File: src/rtl/pixel_pingpong_buffer_if.sv
// Pixel buffer bus: writer handshake, reader request, and the registered pixel/status outputs.
interface pixel_pingpong_buffer_if #(
  parameter int B = 6
) ();
  logic         write;
  logic [B-1:0] data_in;
  logic         write_ready;
  logic         read;
  logic [B-1:0] data_out;
  logic         data_valid;
  logic         underrun;
  logic         overrun;
  logic         clear_status;

  modport slave (
    input  write, data_in, read, clear_status,
    output write_ready, data_out, data_valid, underrun, overrun
  );

  modport master (
    output write, data_in, read, clear_status,
    input  write_ready, data_out, data_valid, underrun, overrun
  );
endinterface

File: src/rtl/pixel_pingpong_buffer.sv
// Double-banked pixel buffer: writer fills the back bank, reader drains the front bank,
// banks swap when the front is empty and the back is full, with no lost cycle at the swap.
module pixel_pingpong_buffer #(
  parameter int A = 2,
  parameter int B = 6,
  parameter int P = 4
) (
  input  logic                  i_clk,
  input  logic                  i_rst,
  pixel_pingpong_buffer_if.slave io_bus
);

  localparam logic [A:0]   LEVEL_FULL = (A+1)'(P);
  localparam logic [A:0]   LEVEL_ZERO = (A+1)'(0);
  localparam logic [A-1:0] ADDR_LAST  = A'(P - 1);
  localparam logic [A-1:0] ADDR_ZERO  = A'(0);
  localparam int           DEPTH      = 2 ** A;

  logic [B-1:0] r_bank0 [DEPTH];
  logic [B-1:0] r_bank1 [DEPTH];

  logic         r_front_sel;
  logic [A-1:0] r_rd_addr;
  logic [A-1:0] r_wr_addr;
  logic [A:0]   r_front_level;
  logic         r_back_full;
  logic [B-1:0] r_data_out;
  logic         r_data_valid;
  logic         r_underrun;
  logic         r_overrun;

  logic         w_swap;
  logic         w_write_ready;
  logic         w_rd_bank;
  logic         w_wr_bank;
  logic [A-1:0] w_rd_addr_eff;
  logic [A:0]   w_level_eff;
  logic         w_rd_en;
  logic         w_wr_en;
  logic [B-1:0] w_rd_pixel;

  logic         w_front_sel_n;
  logic [A-1:0] w_rd_addr_n;
  logic [A-1:0] w_wr_addr_n;
  logic [A:0]   w_front_level_n;
  logic         w_back_full_n;
  logic [B-1:0] w_data_out_n;
  logic         w_data_valid_n;
  logic         w_underrun_n;
  logic         w_overrun_n;

  // Effective bank view for this cycle: a pending swap is applied before any read or write.
  always_comb begin
    w_swap        = (r_front_level == LEVEL_ZERO) && r_back_full;
    w_write_ready = !r_back_full || w_swap;
    w_rd_bank     = w_swap ? ~r_front_sel : r_front_sel;
    w_wr_bank     = ~w_rd_bank;
    w_rd_addr_eff = w_swap ? ADDR_ZERO : r_rd_addr;
    w_level_eff   = w_swap ? LEVEL_FULL : r_front_level;
    w_rd_en       = io_bus.read && (w_level_eff != LEVEL_ZERO);
    w_wr_en       = io_bus.write && w_write_ready;
    w_rd_pixel    = w_rd_bank ? r_bank1[w_rd_addr_eff] : r_bank0[w_rd_addr_eff];
  end

  // Next-state computation for pointers, level, bank flags, output pixel and sticky status.
  always_comb begin
    w_front_sel_n   = w_rd_bank;
    w_rd_addr_n     = w_rd_addr_eff;
    w_front_level_n = w_level_eff;
    w_data_out_n    = r_data_out;
    w_data_valid_n  = 1'b0;
    w_underrun_n    = io_bus.clear_status ? 1'b0 : r_underrun;
    w_overrun_n     = io_bus.clear_status ? 1'b0 : r_overrun;

    if (w_rd_en) begin
      w_rd_addr_n     = (w_rd_addr_eff == ADDR_LAST) ? ADDR_ZERO : w_rd_addr_eff + A'(1);
      w_front_level_n = w_level_eff - (A+1)'(1);
      w_data_out_n    = w_rd_pixel;
      w_data_valid_n  = 1'b1;
    end else if (io_bus.read) begin
      w_data_out_n    = {B{1'b0}};
      w_underrun_n    = 1'b1;
    end else begin
      w_data_valid_n  = 1'b0;
    end

    if (w_wr_en) begin
      w_wr_addr_n = (r_wr_addr == ADDR_LAST) ? ADDR_ZERO : r_wr_addr + A'(1);
    end else begin
      w_wr_addr_n = r_wr_addr;
    end

    // Completing a bank wins over the swap's clear: the swap cleared the old back, this fills the new one.
    if (w_wr_en && (r_wr_addr == ADDR_LAST)) begin
      w_back_full_n = 1'b1;
    end else if (w_swap) begin
      w_back_full_n = 1'b0;
    end else begin
      w_back_full_n = r_back_full;
    end

    if (io_bus.write && !w_write_ready) begin
      w_overrun_n = 1'b1;
    end else begin
      w_overrun_n = w_overrun_n;
    end
  end

  // Control and output registers; reset leaves bank storage untouched.
  always_ff @(posedge i_clk) begin
    if (i_rst) begin
      r_front_sel   <= 1'b0;
      r_rd_addr     <= ADDR_ZERO;
      r_wr_addr     <= ADDR_ZERO;
      r_front_level <= LEVEL_ZERO;
      r_back_full   <= 1'b0;
      r_data_out    <= {B{1'b0}};
      r_data_valid  <= 1'b0;
      r_underrun    <= 1'b0;
      r_overrun     <= 1'b0;
    end else begin
      r_front_sel   <= w_front_sel_n;
      r_rd_addr     <= w_rd_addr_n;
      r_wr_addr     <= w_wr_addr_n;
      r_front_level <= w_front_level_n;
      r_back_full   <= w_back_full_n;
      r_data_out    <= w_data_out_n;
      r_data_valid  <= w_data_valid_n;
      r_underrun    <= w_underrun_n;
      r_overrun     <= w_overrun_n;
    end
  end

  // Pixel storage write port into the effective back bank.
  always_ff @(posedge i_clk) begin
    if (!i_rst && w_wr_en) begin
      if (w_wr_bank) begin
        r_bank1[r_wr_addr] <= io_bus.data_in;
      end else begin
        r_bank0[r_wr_addr] <= io_bus.data_in;
      end
    end
  end

  assign io_bus.write_ready = w_write_ready;
  assign io_bus.data_out    = r_data_out;
  assign io_bus.data_valid  = r_data_valid;
  assign io_bus.underrun    = r_underrun;
  assign io_bus.overrun     = r_overrun;

endmodule

File: src/flat_wrapper.sv
// flat-port wrapper written by rule: the top's interface ports become plain ports
module pixel_pingpong_buffer_flat 
#(
  parameter int A = 2,
  parameter int B = 6,
  parameter int P = 4
)
  (i_clk, i_rst, io_bus_write, io_bus_data_in, io_bus_read, io_bus_clear_status, io_bus_write_ready, io_bus_data_out, io_bus_data_valid, io_bus_underrun, io_bus_overrun);
  pixel_pingpong_buffer_if #(.B(B)) io_bus_i ();
  input  logic i_clk;
  input  logic i_rst;
  input wire logic [$bits(io_bus_i.write)-1:0] io_bus_write;
  input wire logic [$bits(io_bus_i.data_in)-1:0] io_bus_data_in;
  input wire logic [$bits(io_bus_i.read)-1:0] io_bus_read;
  input wire logic [$bits(io_bus_i.clear_status)-1:0] io_bus_clear_status;
  output wire logic [$bits(io_bus_i.write_ready)-1:0] io_bus_write_ready;
  output wire logic [$bits(io_bus_i.data_out)-1:0] io_bus_data_out;
  output wire logic [$bits(io_bus_i.data_valid)-1:0] io_bus_data_valid;
  output wire logic [$bits(io_bus_i.underrun)-1:0] io_bus_underrun;
  output wire logic [$bits(io_bus_i.overrun)-1:0] io_bus_overrun;
  assign io_bus_i.write = io_bus_write;
  assign io_bus_i.data_in = io_bus_data_in;
  assign io_bus_i.read = io_bus_read;
  assign io_bus_i.clear_status = io_bus_clear_status;
  assign io_bus_write_ready = io_bus_i.write_ready;
  assign io_bus_data_out = io_bus_i.data_out;
  assign io_bus_data_valid = io_bus_i.data_valid;
  assign io_bus_underrun = io_bus_i.underrun;
  assign io_bus_overrun = io_bus_i.overrun;
  pixel_pingpong_buffer #(.A(A), .B(B), .P(P)) u_core (.i_clk(i_clk), .i_rst(i_rst), .io_bus(io_bus_i));
endmodule
File: config.mk
export PLATFORM = sky130hd
export DESIGN_NAME = pixel_pingpong_buffer_flat
export DESIGN_NICKNAME = d
export VERILOG_FILES = /design/src/rtl/pixel_pingpong_buffer_if.sv /design/src/rtl/pixel_pingpong_buffer.sv /design/src/flat_wrapper.sv
export SDC_FILE = /design/constraint.sdc
export NUM_CORES = 1
export LEC_CHECK = 0
export ABC_AREA = 1
export CAP_MARGIN = 40
export CORE_ASPECT_RATIO = 2
export CORE_MARGIN = 1.5
export CORE_UTILIZATION = 52
export DETAILED_ROUTE_END_ITERATION = 10
export PLACE_DENSITY = 0.8
export SLEW_MARGIN = 20
export SYNTH_ARGS = -nofsm -noshare
export SYNTH_HDL_FRONTEND = slang
export SYNTH_SLANG_ARGS = --single-unit
File: constraint.sdc
create_clock -name i_clk -period 1.6 [get_ports i_clk]
set_input_delay 0.4 -clock i_clk [delete_from_list [all_inputs] [get_ports i_clk]]
set_output_delay 0.4 -clock i_clk [all_outputs]
set_load 0.02 [all_outputs]
# Yosys cells after proc, flatten, opt, wreduce, memory -nomap -nowiden
# Memory sizes are Yosys's and may differ from the RTL's.
# Index checks and enable logic that the tools add are counted.
# classes
n_addsub	3
n_eq_ne	2
n_mux	24
bitwise	1
reduce_logical	15
# ops
cell	n
two-way mux 6 bit	3
two-way mux 1 bit	15
two-way mux 2 bit	4
logical AND 1 bit	6
two-way mux 3 bit	2
nonzero test 2 bit	3
adder 2 x 1 -> 2 bit, second input constant	2
== test 2 bit, second input constant	2
logical NOT 1 bit	3
logical NOT 3 bit	1
nonzero test 3 bit	1
subtractor 3 x 1 -> 3 bit, second input constant	1
logical OR 1 bit	1
inverter 1 bit	1
# word_totals
regBits	18
ramBits	48
output_inout_bits	10
mem_count	2
# memory_table
name	depth	word_bits	rd	rd_clocked_by_memory_dff	wr	line	rtl
u_core.r_bank0	4	6	1	0	1	pixel_pingpong_buffer.sv:19	logic [B-1:0] r_bank0 [DEPTH];
u_core.r_bank1	4	6	1	0	1	pixel_pingpong_buffer.sv:20	logic [B-1:0] r_bank1 [DEPTH];

# Logic depth before layout (Yosys ltp)
# logic_depth
word_depth	7
mapped_depth	10

# Worst setup path before layout
# Ideal clock, no wire load.
# synth_path
path_kind	register -> register
from	reg u_core.r_front_level[0]
to	mem u_core.r_bank1[3][0] (enable)
setup_ns	0.350
arrival_time_ns	1.393
slack_ns	-0.142
path_stages_with_launch	8
n_path_buf	0
path_cell_list	dfxtp_1 nor2_4 nand2_1 nand2_1 nand2_1 inv_1 nand3_1 nor2_1
# synth_via
elab_chain_cells	7
word_cells_on_any_way	9
# synth_lines
item	line	rtl
from (decl)	pixel_pingpong_buffer.sv:25	logic [A:0] r_front_level;
from (signal assigned)	pixel_pingpong_buffer.sv:125	r_front_level <= w_front_level_n;
logical NOT 3 bit	pixel_pingpong_buffer.sv:54	w_swap = (r_front_level == LEVEL_ZERO) && r_back_full;
logical AND 1 bit	pixel_pingpong_buffer.sv:54	
logical OR 1 bit	pixel_pingpong_buffer.sv:55	w_write_ready = !r_back_full || w_swap;
net io_bus_write_ready	flat_wrapper.sv:16	output wire logic [$bits(io_bus_i.write_ready)-1:0] io_bus_write_ready;
logical AND 1 bit	pixel_pingpong_buffer.sv:61	w_wr_en = io_bus.write && w_write_ready;
logical AND 1 bit	pixel_pingpong_buffer.sv:136	if (!i_rst && w_wr_en) begin
two-way mux 1 bit	pixel_pingpong_buffer.sv:136	
two-way mux 1 bit (implied by the code)	pixel_pingpong_buffer.sv:138	r_bank1[r_wr_addr] <= io_bus.data_in;
to (decl)	pixel_pingpong_buffer.sv:20	
# The timed path passes the listed nets, and every way through them passes these cells.

# Final worst setup path
# layout_path
from	reg u_core.r_front_level[1]
to	mem u_core.r_bank0[2][5] (enable)
# layout_via
elab_chain_cells	7
word_cells_on_any_way	9
# layout_lines
item	line	rtl
logical NOT 3 bit *	pixel_pingpong_buffer.sv:54	
logical AND 1 bit *	pixel_pingpong_buffer.sv:54	
logical OR 1 bit	pixel_pingpong_buffer.sv:55	
logical AND 1 bit	pixel_pingpong_buffer.sv:61	
logical AND 1 bit	pixel_pingpong_buffer.sv:136	
two-way mux 1 bit *	pixel_pingpong_buffer.sv:136	
two-way mux 1 bit (implied by the code) *	pixel_pingpong_buffer.sv:140	r_bank0[r_wr_addr] <= io_bus.data_in;
to (decl)	pixel_pingpong_buffer.sv:19	
# Every way passes the cells marked *; elsewhere a longest branch is shown, timed or not.

==> results.cfg <==
[setup_path]
reg2reg_slack_ps = 20
reg2reg_depth = 7
crit_path_cell_trace = nor2_4, nand3_4, xor2_4, nor2_4, nand2_4, nor2_2, buf_6
cp_num_buf_inv = 1
cp_num_cells = 7
crit-reg2reg-launch = u_core.r_front_level[1]
crit_end = u_core.r_bank0[2][5]
arrival_ps = 1640
critPathKind = reg -> reg
cp_slowest_cell = dfxtp_2
end_kind = flop
r2r-end = u_core.r_bank0[2][5]
start_kind = flop
crit_top_cell = nor2_4
path_max_fanout = 6
startpoint = u_core.r_front_level[1]
critPathMaxStageDelay_ps = 330
worstPathRequired_ps = 1660
crit_family = simple AND/OR/NAND/NOR gates

[floorplanning]
std_cell_rows = 37
io_pins = 21
core_um2 = 5140
die_height_um = 106
die_w_um = 54.7
initial_core_util_pct = 54.0
dieArea_um2 = 5810

[synth]
yosys-top-cells-area = edfxtp_1 52%, dfxtp_1 13%, nand2_1 9.5%, nand3_1 6.8%, inv_1 3.0%
synth-seq-cells = 66
synth.distinct_cells = 23
synth_top_cell_by_area = edfxtp_1
synthArstFlopShare_pct = 0
synth_edf_count = 48
syn_area_um2 = 2780
yosysTopAreaCellShare_pct = 51.9
avgSynthCellArea_um2 = 10.8
synth.most_common_cell = nand2_1
synth_ff_type = edfxtp_1
yosysWarnings = 0
yosys-top-cells-count = 70 x nand2_1, 48 x edfxtp_1, 38 x nand3_1, 22 x inv_1, 18 x dfxtp_1
synthCells = 258
synth_nets = 275
yosysSeqAreaShare_pct = 64.9

[detailed_routing]
final_antenna_net_count = 0
vias = 1963
drt-vias-per-instance = 5.44
drt-total-wl_mm = 5.82
drcViolationCount = 0
dr.pass1.iters = 4
drtIter0Drc = 58
wl_per_cell_um = 16.1

[clock_tree]
cts.path.max_buffers = 2
insertion_delay_ps = 350
htreeDepth = 3
cts_root_buf = clkbuf_8
clk_pin_slew_ps = 70
numCtsBuffers = 9
cts_tree = built
clock_sinks = 66
cts_hold_buf = 0

[sta]
fin_setup_tns_ps = 0
hold_viol_final = 0
fin_crit_sh_pct = 98.5
clock_skew_ps = 6.68
rsz0062_at_grt = yes
slew_headroom_pct = 76.1
setup_ws_ps = 23.2
fin_crit_ps = 1580
fin_hold_ws_ps = 456
setup_viol = 0
slew_violations = 0
fmax_ghz = 0.634
worstMarginPinSlew_ps = 357

[finish]
final_nets = 315
area_growth_pct = 24.3
num_antenna_cells = 0
multiInputGateArea_um2 = 922
fill_cells = 381
ff_latch_area_um2 = 1800
drive_gt1_share_pct = 19.8

[power_and_ir_drop]
p_leak_nw = 1.36
ir_worst_vdd_mv = 1.16
power_density_nw_per_um2 = 1380

[hold_path]
hold_class = reg -> reg

[global_routing]
grt_max_degree = 22
grt.total_usage_pct = 23.3
grt_pass1_vias = 1922
grt_first_pass_wirelength_mm = 9.09
antenna_found_initial = 0
overflow = 0

[placed_design]
dp_hpwl_mm = 4.35
gp_congestion = 0.863
dp_worst_setup_slack_ps = -223
port_buffers = 20

[status]
run_status = complete, no violations

[job]
cap_viol_max_count = 0
[logic make-up (layout without fill, tap and decap cells)]
group | after synthesis | in the layout | share of synthesized area [%]
XOR/XNOR | 1 | 1 | 0.586
AO/OA/AOI/OAI | 27 | 27 | 5.99
adder cells (fa/ha/maj) | 6 | 6 | 2.70
AND/OR/NAND/NOR | 125 | 125 | 20.3
flip-flops | 66 | 66 | 64.9
buffers and inverters | 33 | 78 | 5.54
[placed cells by master (no fill, tap or decap), types with 2 or more instances in the layout]
cell,count
inv_2,4
clkinvlp_4,2
clkdlybuf4s50_1,10
ha_1,5
o22ai_1,2
edfxtp_1,48
nor2_2,5
bufinv_16,2
buf_6,4
o21ai_0,3
nand3_4,2
o2111ai_1,5
nand2_1,67
nor2_4,6
nor2_1,2
nand2_2,2
nand3_1,37
clkbuf_1,2
inv_1,19
dfxtp_1,17
dlygate4sd2_1,9
clkbuf_8,9
a21oi_1,15
buf_4,15
[worst min path at each step]
stage	from	end	slack (ps)	cells past startpoint
detailed placement	u_core.io_bus.underrun	u_core.io_bus.underrun	450	2
CTS	u_core.io_bus.underrun	u_core.io_bus.underrun	460	2
floorplan	i_rst	u_core.io_bus.data_valid	480	1
global placement	u_core.io_bus.data_out[2]	u_core.io_bus.data_out[2]	450	2
finish	u_core.io_bus.underrun	u_core.io_bus.underrun	460	2
global route	u_core.io_bus.underrun	u_core.io_bus.underrun	480	2
[layer usage]
layer | track usage [%] | vias to the layer above | routed length, um
met2 | 39.6 | 55 | 3290
li1 | - | 964 | -
met4 | 16.3 | 0 | 263
met5 | 0 | - | 0
met3 | 5.48 | 19 | 214
met1 | 23.0 | 925 | 2050
[cell type report]
type / instances / area share (%)
multi-input combinational: 159 / 26.7
clock buffer: 11 / 3.81
tap: 58 / 2.10
timing repair buffer: 39 / 10.3
clock inverter: 5 / 2.28
sequential: 66 / 52.2
inverter: 23 / 2.50
[power by group]
part           switching [mW]  internal (mW)
clock                   0.613          0.872
sequential             0.0699           1.96
combinational           0.778          0.482
total                    1.46           3.31
[flip-flops by register name, indices dropped and copies added (netlist names)]
name	flops
u_core.io_bus.underrun	1
u_core.r_back_full	1
u_core.r_front_level	3
u_core.r_rd_addr	2
u_core.r_bank1	24
u_core.r_front_sel	1
u_core.io_bus.overrun	1
u_core.r_bank0	24
u_core.r_wr_addr	2
u_core.io_bus.data_valid	1
u_core.io_bus.data_out	6
[worst register-to-register path: cells and delay by family (launching register included)]
family	cells	cell delay (ps)
xor+xnor	1	200
flops	1	330
simple gates	5	620
buf+inv	1	140
[what timing repair did]
action	CTS	global route
setup buffers	0	1
gates cloned	0	0
resized for setup	19	20
pin swaps	0	5
setup endpoints to repair	39	59
[per-stage QoR]
step	utilization, %	power [mW]	cell area, um2	instances
final	67.2	4.77	3450	361
after global routing	67.2	5.03	3450	361
after CTS	65.9	4.75	3390	360
after detailed placement	61.6	3.29	3170	344
after global placement	61.6	3.26	3170	344
after floorplan	-	2.91	2830	258
Note: power is estimated with default switching activity, not from simulation.
